<file path="src/rtl/seg7_pkg.sv">
// seg7_reader shared types: segment codes, FSM states, decode helper.
// SEG7_BLANK_EN makes the all-off pattern a legal (blank) code.
package seg7_pkg;

  typedef logic [6:0] seg_t;

  // Active-low patterns, bit i = segment i (0 top ... 6 middle).
  localparam seg_t SEG_0 = 7'b1000000;
  localparam seg_t SEG_1 = 7'b1111001;
  localparam seg_t SEG_2 = 7'b0100100;
  localparam seg_t SEG_3 = 7'b0110000;
  localparam seg_t SEG_4 = 7'b0011001;
  localparam seg_t SEG_5 = 7'b0010010;
  localparam seg_t SEG_6 = 7'b0000010;
  localparam seg_t SEG_7 = 7'b1111000;
  localparam seg_t SEG_8 = 7'b0000000;
  localparam seg_t SEG_9 = 7'b0010000;
  localparam seg_t SEG_A = 7'b0001000;
  localparam seg_t SEG_B = 7'b0000011;
  localparam seg_t SEG_C = 7'b1000110;
  localparam seg_t SEG_D = 7'b0100001;
  localparam seg_t SEG_E = 7'b0000110;
  localparam seg_t SEG_F = 7'b0001110;
  localparam seg_t SEG_BLANK = 7'b1111111;

  typedef enum logic {
    SETTLE = 1'b0,
    LOCKED = 1'b1
  } state_e;

  typedef struct packed {
    logic       legal;
    logic       blank;
    logic [3:0] digit;
  } dec_t;

  function automatic dec_t seg7_decode(input seg_t s);
    dec_t r;
    r = '{legal: 1'b1, blank: 1'b0, digit: 4'h0};
    unique case (s)
      SEG_0: r.digit = 4'h0;
      SEG_1: r.digit = 4'h1;
      SEG_2: r.digit = 4'h2;
      SEG_3: r.digit = 4'h3;
      SEG_4: r.digit = 4'h4;
      SEG_5: r.digit = 4'h5;
      SEG_6: r.digit = 4'h6;
      SEG_7: r.digit = 4'h7;
      SEG_8: r.digit = 4'h8;
      SEG_9: r.digit = 4'h9;
      SEG_A: r.digit = 4'hA;
      SEG_B: r.digit = 4'hB;
      SEG_C: r.digit = 4'hC;
      SEG_D: r.digit = 4'hD;
      SEG_E: r.digit = 4'hE;
      SEG_F: r.digit = 4'hF;
`ifdef SEG7_BLANK_EN
      SEG_BLANK: r.blank = 1'b1;
`endif
      default: r.legal = 1'b0;
    endcase
    return r;
  endfunction

endpackage

</file>
<file path="src/rtl/seg7_reader_sync.sv">
// Two-flop synchronizer for the 7-bit segment bus, resets to all-off.
// Ports: clk, reset (async high), d (async in), q (synchronized out).
module seg7_sync
  import seg7_pkg::*;
(
  input  logic clk,
  input  logic reset,
  input  seg_t d,
  output seg_t q
);

  seg_t meta_q;
  seg_t sync_q;

  always_ff @(posedge clk or posedge reset) begin
    if (reset) begin
      meta_q <= SEG_BLANK;
      sync_q <= SEG_BLANK;
    end else begin
      meta_q <= d;
      sync_q <= meta_q;
    end
  end

  assign q = sync_q;

endmodule

</file>
<file path="src/rtl/seg7_reader.sv">
// Active-low 7-segment pattern reader: sync, debounce, decode, 1-entry out.
// Ports: clk, reset, segments in; out_data/out_blank/out_valid/out_ready
// handshake; locked, bad_pattern, overrun status. Macro: SEG7_BLANK_EN.
module seg7_reader
  import seg7_pkg::*;
#(
  parameter int unsigned STABLE_CYCLES = 4
) (
  input  logic       clk,
  input  logic       reset,
  input  logic [6:0] segments,
  output logic [3:0] out_data,
  output logic       out_blank,
  output logic       out_valid,
  input  logic       out_ready,
  output logic       locked,
  output logic       bad_pattern,
  output logic       overrun
);

  localparam int CNT_W = $clog2(STABLE_CYCLES + 1);
  localparam logic [CNT_W-1:0] CNT_MAX = CNT_W'(STABLE_CYCLES);

  seg_t seg_s;
  seg_t seg_p_q, seg_p_d;
  logic [CNT_W-1:0] cnt_q, cnt_d;
  state_e state_q, state_d;
  logic [3:0] out_data_q, out_data_d;
  logic out_blank_q, out_blank_d;
  logic out_valid_q, out_valid_d;
  logic bad_q, bad_d;
  logic ovr_q, ovr_d;

  logic diff;
  logic accept;
  logic result;
  logic hs;
  logic load;
  dec_t dec;

  seg7_sync u_sync (
    .clk  (clk),
    .reset(reset),
    .d    (segments),
    .q    (seg_s)
  );

  always_comb begin
    diff    = (seg_s != seg_p_q);
    seg_p_d = seg_s;
    cnt_d   = cnt_q;
    if (diff) begin
      cnt_d = CNT_W'(1);
    end else if (cnt_q != CNT_MAX) begin
      cnt_d = cnt_q + CNT_W'(1);
    end

    // cnt_q counts equal samples ending in seg_p_q, so decode that value.
    dec    = seg7_decode(seg_p_q);
    accept = (state_q == SETTLE) && (cnt_q == CNT_MAX);

    state_d = state_q;
    unique case (state_q)
      SETTLE: if (accept && !diff) state_d = LOCKED;
      LOCKED: if (diff) state_d = SETTLE;
      default: state_d = SETTLE;
    endcase

    result = accept && dec.legal;
    bad_d  = accept && !dec.legal;
    hs     = out_valid_q && out_ready;
    load   = result && (!out_valid_q || out_ready);
    ovr_d  = result && out_valid_q && !out_ready;

    out_data_d  = out_data_q;
    out_blank_d = out_blank_q;
    out_valid_d = out_valid_q;
    if (load) begin
      out_data_d  = dec.digit;
      out_blank_d = dec.blank;
      out_valid_d = 1'b1;
    end else if (hs) begin
      out_valid_d = 1'b0;
    end
  end

  always_ff @(posedge clk or posedge reset) begin
    if (reset) begin
      seg_p_q     <= SEG_BLANK;
      cnt_q       <= '0;
      state_q     <= SETTLE;
      out_data_q  <= 4'h0;
      out_blank_q <= 1'b0;
      out_valid_q <= 1'b0;
      bad_q       <= 1'b0;
      ovr_q       <= 1'b0;
    end else begin
      seg_p_q     <= seg_p_d;
      cnt_q       <= cnt_d;
      state_q     <= state_d;
      out_data_q  <= out_data_d;
      out_blank_q <= out_blank_d;
      out_valid_q <= out_valid_d;
      bad_q       <= bad_d;
      ovr_q       <= ovr_d;
    end
  end

  assign out_data    = out_data_q;
  assign out_blank   = out_blank_q;
  assign out_valid   = out_valid_q;
  assign locked      = (state_q == LOCKED);
  assign bad_pattern = bad_q;
  assign overrun     = ovr_q;

endmodule

</file>
<file path="config.mk">
export PLATFORM = sky130hd
export DESIGN_NAME = seg7_reader
export DESIGN_NICKNAME = d
export VERILOG_FILES = /design/src/rtl/seg7_pkg.sv /design/src/rtl/seg7_reader_sync.sv /design/src/rtl/seg7_reader.sv
export SDC_FILE = /design/constraint.sdc
export NUM_CORES = 1
export LEC_CHECK = 0
export CORE_UTILIZATION = 35
export CTS_CLUSTER_SIZE = 10
export DETAILED_ROUTE_END_ITERATION = 8
export DONT_BUFFER_PORTS = 1
export PLACE_DENSITY_LB_ADDON = 0.1
export REMOVE_ABC_BUFFERS = 1
export SLEW_MARGIN = 20
export SYNTH_ARGS = -nofsm -noshare
export SYNTH_HDL_FRONTEND = slang
export SYNTH_SLANG_ARGS = --single-unit
</file>
<file path="constraint.sdc">
create_clock -name clk -period 2.6 [get_ports clk]
set_clock_uncertainty 0.2 [all_clocks]
set_input_delay 0.39 -clock clk [delete_from_list [all_inputs] [get_ports clk]]
set_output_delay 0.39 -clock clk [all_outputs]
set_load 0.01 [all_outputs]
</file>
==> results.txt, run 1 <==
----------------------------------------------------
[Placed design]
  Area of placed instances ... 0.001478 mm2
  Sum of net half-perimeters after detailed placement ... 1673 um
  Place WS ... 0.3238 ns
  Number of buffers added on ports ... 0
  Weighted congestion reported at the end of routability-driven placement ... 0.7924

[Route]
  Remaining number of nets flagged by the antenna check after routing ... 0
  Wire per inst ... 12.94 um
  Final routed DRC violation total ... 0
  Number of DRC markers in iteration 0 ... 40
  Total wire length after detailed routing ... 2343 um
  Vias ... 909
  Detailed-router iteration count before antenna repair ... 4
  Vias per Instance ... 5.022

[Clock tree]
  Root buffer selected by CTS ... clkbuf_8
  Clock transition at the registers of the reported paths ... 0.07 ns
  Post-CTS Setup Inserts ... 0
  Latest clock arrival within the worst-skew pair ... 0.28 ns
  Number of buffers inserted by hold repair at cts ... 8
  H-Tree Level Count ... 2
  Maximum clock insertion buffer count ... 2
  Number of sinks driven by the clock tree ... 32
  TritonCTS clock tree ... yes
  Post-cts repair resize count ... 0
  Total CTS buffers ... 5

[Die]
  Chip width ... 66.31 um
  Starting utilization of the core area ... 36.45%
  Placeable core region ... 0.003971 mm2
  Top-level port count ... 19
  Number of cell rows ... 23
  Area enclosed by the die boundary ... 0.004397 mm2
  Die height ... 66.31 um

[Logic synthesis]
  EDFF count, synth ... 0
  Register bit total from synthesis ... 32
  Ys Warns ... 0
  Synth Flop Type ... dfstp_2
  Avg Inst Size Synth ... 11.96 um2
  Portion of the post-synthesis area used by sequential elements ... 57.13%
  Fraction of registers with async set/reset ... 100.0%
  Post-synthesis instance area ... 0.001448 mm2
  Unique cell type count in the Yosys netlist ... 42
  Post-Syn Instances ... 121

[Power]
  Combinational cell fraction of total power ... 5.7%
  Standby leakage power ... 0.0006809 uW
  Internal power ... 803.1 uW
  Largest voltage drop on the vdd net ... 0.0003396 V
  Flop pwr share ... 53.4%
  Psw ... 233.0 uW
  Relative contribution of the clock network to total power ... 40.9%
  Power Density ... 622.6 mW/mm2
  Switching part of the total ... 22.49%

[Critical path]
  Class of the most critical setup path ... flip-flop to flip-flop
  Sort of element at the start of the critical path ... flip-flop
  R2R setup slack ... 0.31 ns
  Worst Path Max Fanout ... 10
  Crit path required time ... 2.56 ns
  Arrival time at the worst endpoint ... 2.25 ns
  Endpoint class of the critical path ... flip-flop

[STA]
  Slew Limit Fails ... 0
  Setup repair after global routing missed its margin ... no
  Fmax ... 436.6 MHz
  Post-route worst hold slack ... 0.1250 ns
  Number of hold violations in the final report ... 0
  Final-report setup violation count ... 0
  Minimum setup slack in the final design ... 0.3095 ns
  Period Utilization, post-route ... 88.10%
  Summed negative setup slack over all endpoints ... 0 ns
  Time the worst path needs with I/O delays and setup ... 2.291 ns

[Global route]
  Pin count of the biggest net entering global routing ... 22
  Tot GR Track Use ... 13.08%
  Wire length of the first global-routing pass ... 4133 um
  Overflow left after global routing ... 0
  Number of global-route vias before repair ... 872
  Antenna violations before repair ... 0

[Final layout]
  Most used cells in the layout excluding fill and tap cells ... dfstp_2, dfrtp_1, nor2_1, dlygate4sd3_1, nand2_1
  Antenna diode instance count ... 0
  Fraction of layout instances using a drive strength above 1 ... 27.48%
  Post-route core utilization ... 41.90%
  Area growth from synthesis to final layout ... 14.95%
  Number of nets in the layout ... 142
  Leading cell type in the layout, fill and taps excluded ... dfstp_2
  Final Instance Area ... 0.001664 mm2

[Run status]
  Run status ... complete, no violations

[Min path]
  Path category of the worst min-delay check ... primary input to flip-flop

[Run]
  Max-capacitance violation count ... 0

----------------------------------------------------
layer usage:
| metal | share of wire (%) | GRT usage (%) | wire [um] | vias to the layer above |
|---|---|---|---|---|
| met3 | 3.3 | 4.655 | 77 | 4 |
| met1 | 49 | 17.51 | 1143 | 445 |
| met5 | 0 | 0 | 0 | - |
| li1 | - | - | - | 444 |
| met4 | 1.6 | 6.649 | 38 | 0 |
| met2 | 46 | 18.37 | 1084 | 16 |
flip-flops by register name, indices dropped and copies added, names as in the netlist:
signal / count
out_valid: 1
out_data: 4
bad_pattern: 1
u_sync.q: 7
cnt_q: 3
u_sync.meta_q: 7
locked: 1
overrun: 1
seg_p_q: 7
worst max-delay path, stage by stage, from the launching register on:
cell and delay, ns:
dfstp_2 0.63, nor3b_2 0.24, or4b_4 0.50, o311ai_4 0.13, o31ai_4 0.13, mux2_1 0.33
cell families after synthesis:
kind of cell | count (synthesis) | share of synthesized area (%)
AOI/OAI and AO/OA | 20 | 12.36
xor gates and xnor gates | 9 | 5.445
adders and majority gates | 2 | 1.728
buffers and inverters | 13 | 4.581
DFF | 32 | 57.13
muxes | 3 | 2.247
other | 1 | 0.2590
and+or+nand+nor | 41 | 16.25
Yosys cell counts, drive strengths merged (2+ instances only):
| cell type | n | area [um2] |
|---|---|---|
| dfstp | 21 | 551.8 |
| dfrtp | 11 | 275.3 |
| nor2 | 8 | 30.03 |
| buf | 7 | 43.79 |
| nand2 | 7 | 26.28 |
| inv | 5 | 18.77 |
| nor3 | 5 | 25.02 |
| nor4 | 5 | 31.28 |
| xnor2 | 5 | 43.79 |
| nand2b | 4 | 25.02 |
| xor2 | 4 | 35.03 |
| a21oi | 3 | 15.01 |
| o21ai | 3 | 18.77 |
| a22o | 2 | 17.52 |
| ha | 2 | 25.02 |
| mux2 | 2 | 22.52 |
| nand3 | 2 | 10.01 |
| nor3b | 2 | 20.02 |
| nor4b | 2 | 17.52 |
| o311ai | 2 | 35.04 |
| o31ai | 2 | 28.78 |
| o41ai | 2 | 17.52 |
| or2 | 2 | 12.51 |
per-stage QoR:
step / instances / power [uW]
2_1_floorplan: 113 / 596.2
3_3_place_gp: 165 / 611.0
3_5_place_dp: 165 / 612.1
4_1_cts: 181 / 1055
5_1_grt: 181 / 1090
6_report: 181 / 1036
power groups by stage:
stage	combinational [uW]	sequential (uW)	clock, uW
after floorplan	41.2	555	0
after global placement	50.5	561	0
after detailed placement	50.7	561	0
after CTS	60.4	553	441
after global routing	66.6	557	466
final	59.0	553	424
path summary, 6_finish.rpt:
kind                                  startpoint  cells past startpoint           to
worst max-delay path                  seg_p_q[5]                      5  out_data[1]
worst min-delay path                   out_ready                      2      overrun
worst max register to register        seg_p_q[5]                      5  out_data[1]
worst min register to register  u_sync.meta_q[4]                      0  u_sync.q[4]
max in group asynchronous                  reset                      3   seg_p_q[6]
min in group asynchronous                  reset                      2    out_valid
area by class of cell:
| type | count | area, um2 |
|---|---|---|
| clock buffers | 6 | 93.84 |
| clock inverters | 2 | 12.51 |
| fillers | 391 | 2307 |
| inverters | 5 | 18.77 |
| multi-input cells | 76 | 554.3 |
| flip-flops and latches | 32 | 827.0 |
| well taps | 50 | 62.56 |
| repair buffers | 10 | 95.09 |
(Power assumes the default switching activity.)
==> inputs of run 2 (changes only) <==
- GPL_TIMING_DRIVEN: unset -> 0
- clock period: 2.6 -> 2 ns (I/O delays scaled with it)
==> run 2 against run 1 <==
Compared with the run above: the flow now finishes with violations (negative setup slack); non-clock buffer count increased by 19; clock power rose by 19%; register-to-register slack got worse by 0.48 ns; total power is 29% higher.
==> results.txt, run 2 (synthesized netlist as in run 1, its figures left out) <==
----------------------------------------------------
[Run status]
  Run status ... finished with violations
  Violations in the final reports ... negative setup slack

[Power]
  Combinational cell fraction of total power ... 9.5%
  Flop pwr share ... 52.9%
  Standby leakage power ... 0.0007911 uW
  Relative contribution of the clock network to total power ... 37.6%
  Power Density ... 720.9 mW/mm2
  Largest voltage drop on the vdd net ... 0.0003970 V
  Overall power consumption ... 1340 uW
  Internal power ... 1033 uW
  Switching part of the total ... 22.94%
  Psw ... 307.4 uW

[STA]
  Slew Limit Fails ... 0
  Fmax ... 461.5 MHz
  Period Utilization, post-route ... 108.3%
  Time the worst path needs with I/O delays and setup ... 2.167 ns
  Setup repair after global routing missed its margin ... yes
  Number of hold violations in the final report ... 0
  Transition at the pin with the smallest max-transition slack ... 0.6525 ns
  Worst slew margin relative to its limit ... 56.43%
  Minimum setup slack in the final design ... -0.1668 ns
  Final-report setup violation count ... 7

[Clock tree]
  Latest clock arrival within the worst-skew pair ... 0.28 ns
  Number of sinks driven by the clock tree ... 32
  Total CTS buffers ... 5
  Root buffer selected by CTS ... clkbuf_8
  Maximum clock insertion buffer count ... 2
  H-Tree Level Count ... 2
  TritonCTS clock tree ... yes
  Clock transition at the registers of the reported paths ... 0.07 ns

[Final layout]
  Antenna diode instance count ... 0
  Area growth from synthesis to final layout ... 28.44%
  Filler Cell Count ... 372
  Register area ... 827.0 um2
  Area of the multi-input gates ... 615.6 um2
  Number of nets in the layout ... 161
  Final Instance Area ... 0.001859 mm2
  Most used cells in the layout excluding fill and tap cells ... dfstp_2, buf_4, dfrtp_1
  Fraction of layout instances using a drive strength above 1 ... 44.00%
  Leading cell type in the layout, fill and taps excluded ... dfstp_2
  Post-route core utilization ... 46.82%

[Global route]
  Number of global-route vias before repair ... 975
  Pin count of the biggest net entering global routing ... 33
  Tot GR Track Use ... 13.70%
  Antenna violations before repair ... 0
  Overflow left after global routing ... 0
  Wire length of the first global-routing pass ... 4333 um

[Route]
  Final routed DRC violation total ... 0
  Number of DRC markers in iteration 0 ... 38
  Remaining number of nets flagged by the antenna check after routing ... 0
  Wire per inst ... 13.84 um
  Vias ... 1008
  Detailed-router iteration count before antenna repair ... 4
  Total wire length after detailed routing ... 2767 um
  Vias per Instance ... 5.040

[Die]
  Area enclosed by the die boundary ... 0.004397 mm2
  Chip width ... 66.31 um
  Placeable core region ... 0.003971 mm2
  Die height ... 66.31 um
  Number of cell rows ... 23
  Top-level port count ... 19
  Starting utilization of the core area ... 36.45%

[Critical path]
  Dominant delay contributor by cell family on the critical path ... simple AND/OR/NAND/NOR gates
  Endpoint class of the critical path ... flip-flop
  Slowest stage cell, crit path ... dfstp_2
  Arrival time at the worst endpoint ... 2.14 ns
  Sort of element at the start of the critical path ... flip-flop
  Critical path cell sequence ... nor3b_4 > or4b_4 > o311ai_4 > o31ai_4 > mux2_4
  Class of the most critical setup path ... flip-flop to flip-flop
  Crit path required time ... 1.97 ns
  Critical path startpoint ... seg_p_q[5]
  Worst Path Max Fanout ... 4
  Worst path buffer plus inverter count ... 0
  Startpoint of the most critical register-to-register path ... seg_p_q[5]
  Delay of the slowest cell on the worst path ... 0.57 ns

[Run]
  Max-capacitance violation count ... 0

[Min path]
  Path category of the worst min-delay check ... primary input to flip-flop
  Hold_sp ... out_ready

[Placed design]
  Weighted congestion reported at the end of routability-driven placement ... 0.7689
  Number of buffers added on ports ... 0
  Area of placed instances ... 0.001463 mm2
  Sum of net half-perimeters after detailed placement ... 1614 um

----------------------------------------------------
[run 2: area by class of cell]
| class | instances | area share (%) |
|---|---|---|
| Sequential cell | 32 | 44.48 |
| Multi-Input combinational cell | 76 | 33.11 |
| Timing Repair Buffer | 29 | 12.99 |
| Clock buffer | 7 | 4.643 |
| Tap cell | 50 | 3.365 |
| Inverter | 5 | 1.009 |
| Clock inverter | 1 | 0.4038 |
[run 2: worst paths after layout]
path	cells after the start	end	slack, ns
worst max-delay path	5	out_data[0]	-0.17
max in group asynchronous	2	cnt_q[2]	0.81
worst min-delay path	2	overrun	0.04
worst min register to register	0	u_sync.q[5]	0.16
worst max register to register	5	out_data[0]	-0.17
min in group asynchronous	2	locked	0.37
[run 2: power by group through the flow]
| stage | Sequential [uW] | Combinational (uW) | Clock, uW |
|---|---|---|---|
| floorplan | 722 | 53.5 | 0 |
| global placement | 729 | 62.6 | 0 |
| detailed placement | 730 | 63.7 | 0 |
| CTS | 711 | 111 | 524 |
| global route | 712 | 140 | 551 |
| finish | 709 | 128 | 504 |
[run 2: per-stage QoR]
stage / hold WS (ns) / worst slack [ns] / cells / TNS [ns]
after CTS: 0.03482 / -0.1557 / 195 / -0.4211
after global placement: 0.1045 / -0.2709 / 163 / -0.9552
after floorplan: 0.1045 / -0.1653 / 113 / -0.3306
final: 0.04431 / -0.1668 / 200 / -0.6555
after detailed placement: 0.1045 / -0.2956 / 163 / -1.105
after global routing: 0.06208 / -0.2315 / 200 / -1.227
[run 2: layer usage]
layer,vias to the layer above,track usage [%],routed length [um]
li1,477,-,-
met1,503,16.23,1235
met2,21,20.79,1394
met3,7,5.172,83
met4,0,8.511,54
met5,-,0,0
[run 2: timing repair]
action	4_1_cts	5_1_grt
hold buffers	8	0
buffers inserted	16	5
pin swaps	3	7
gates resized for setup	7	11
setup endpoints to repair	7	10
hold endpoints to repair	18	0
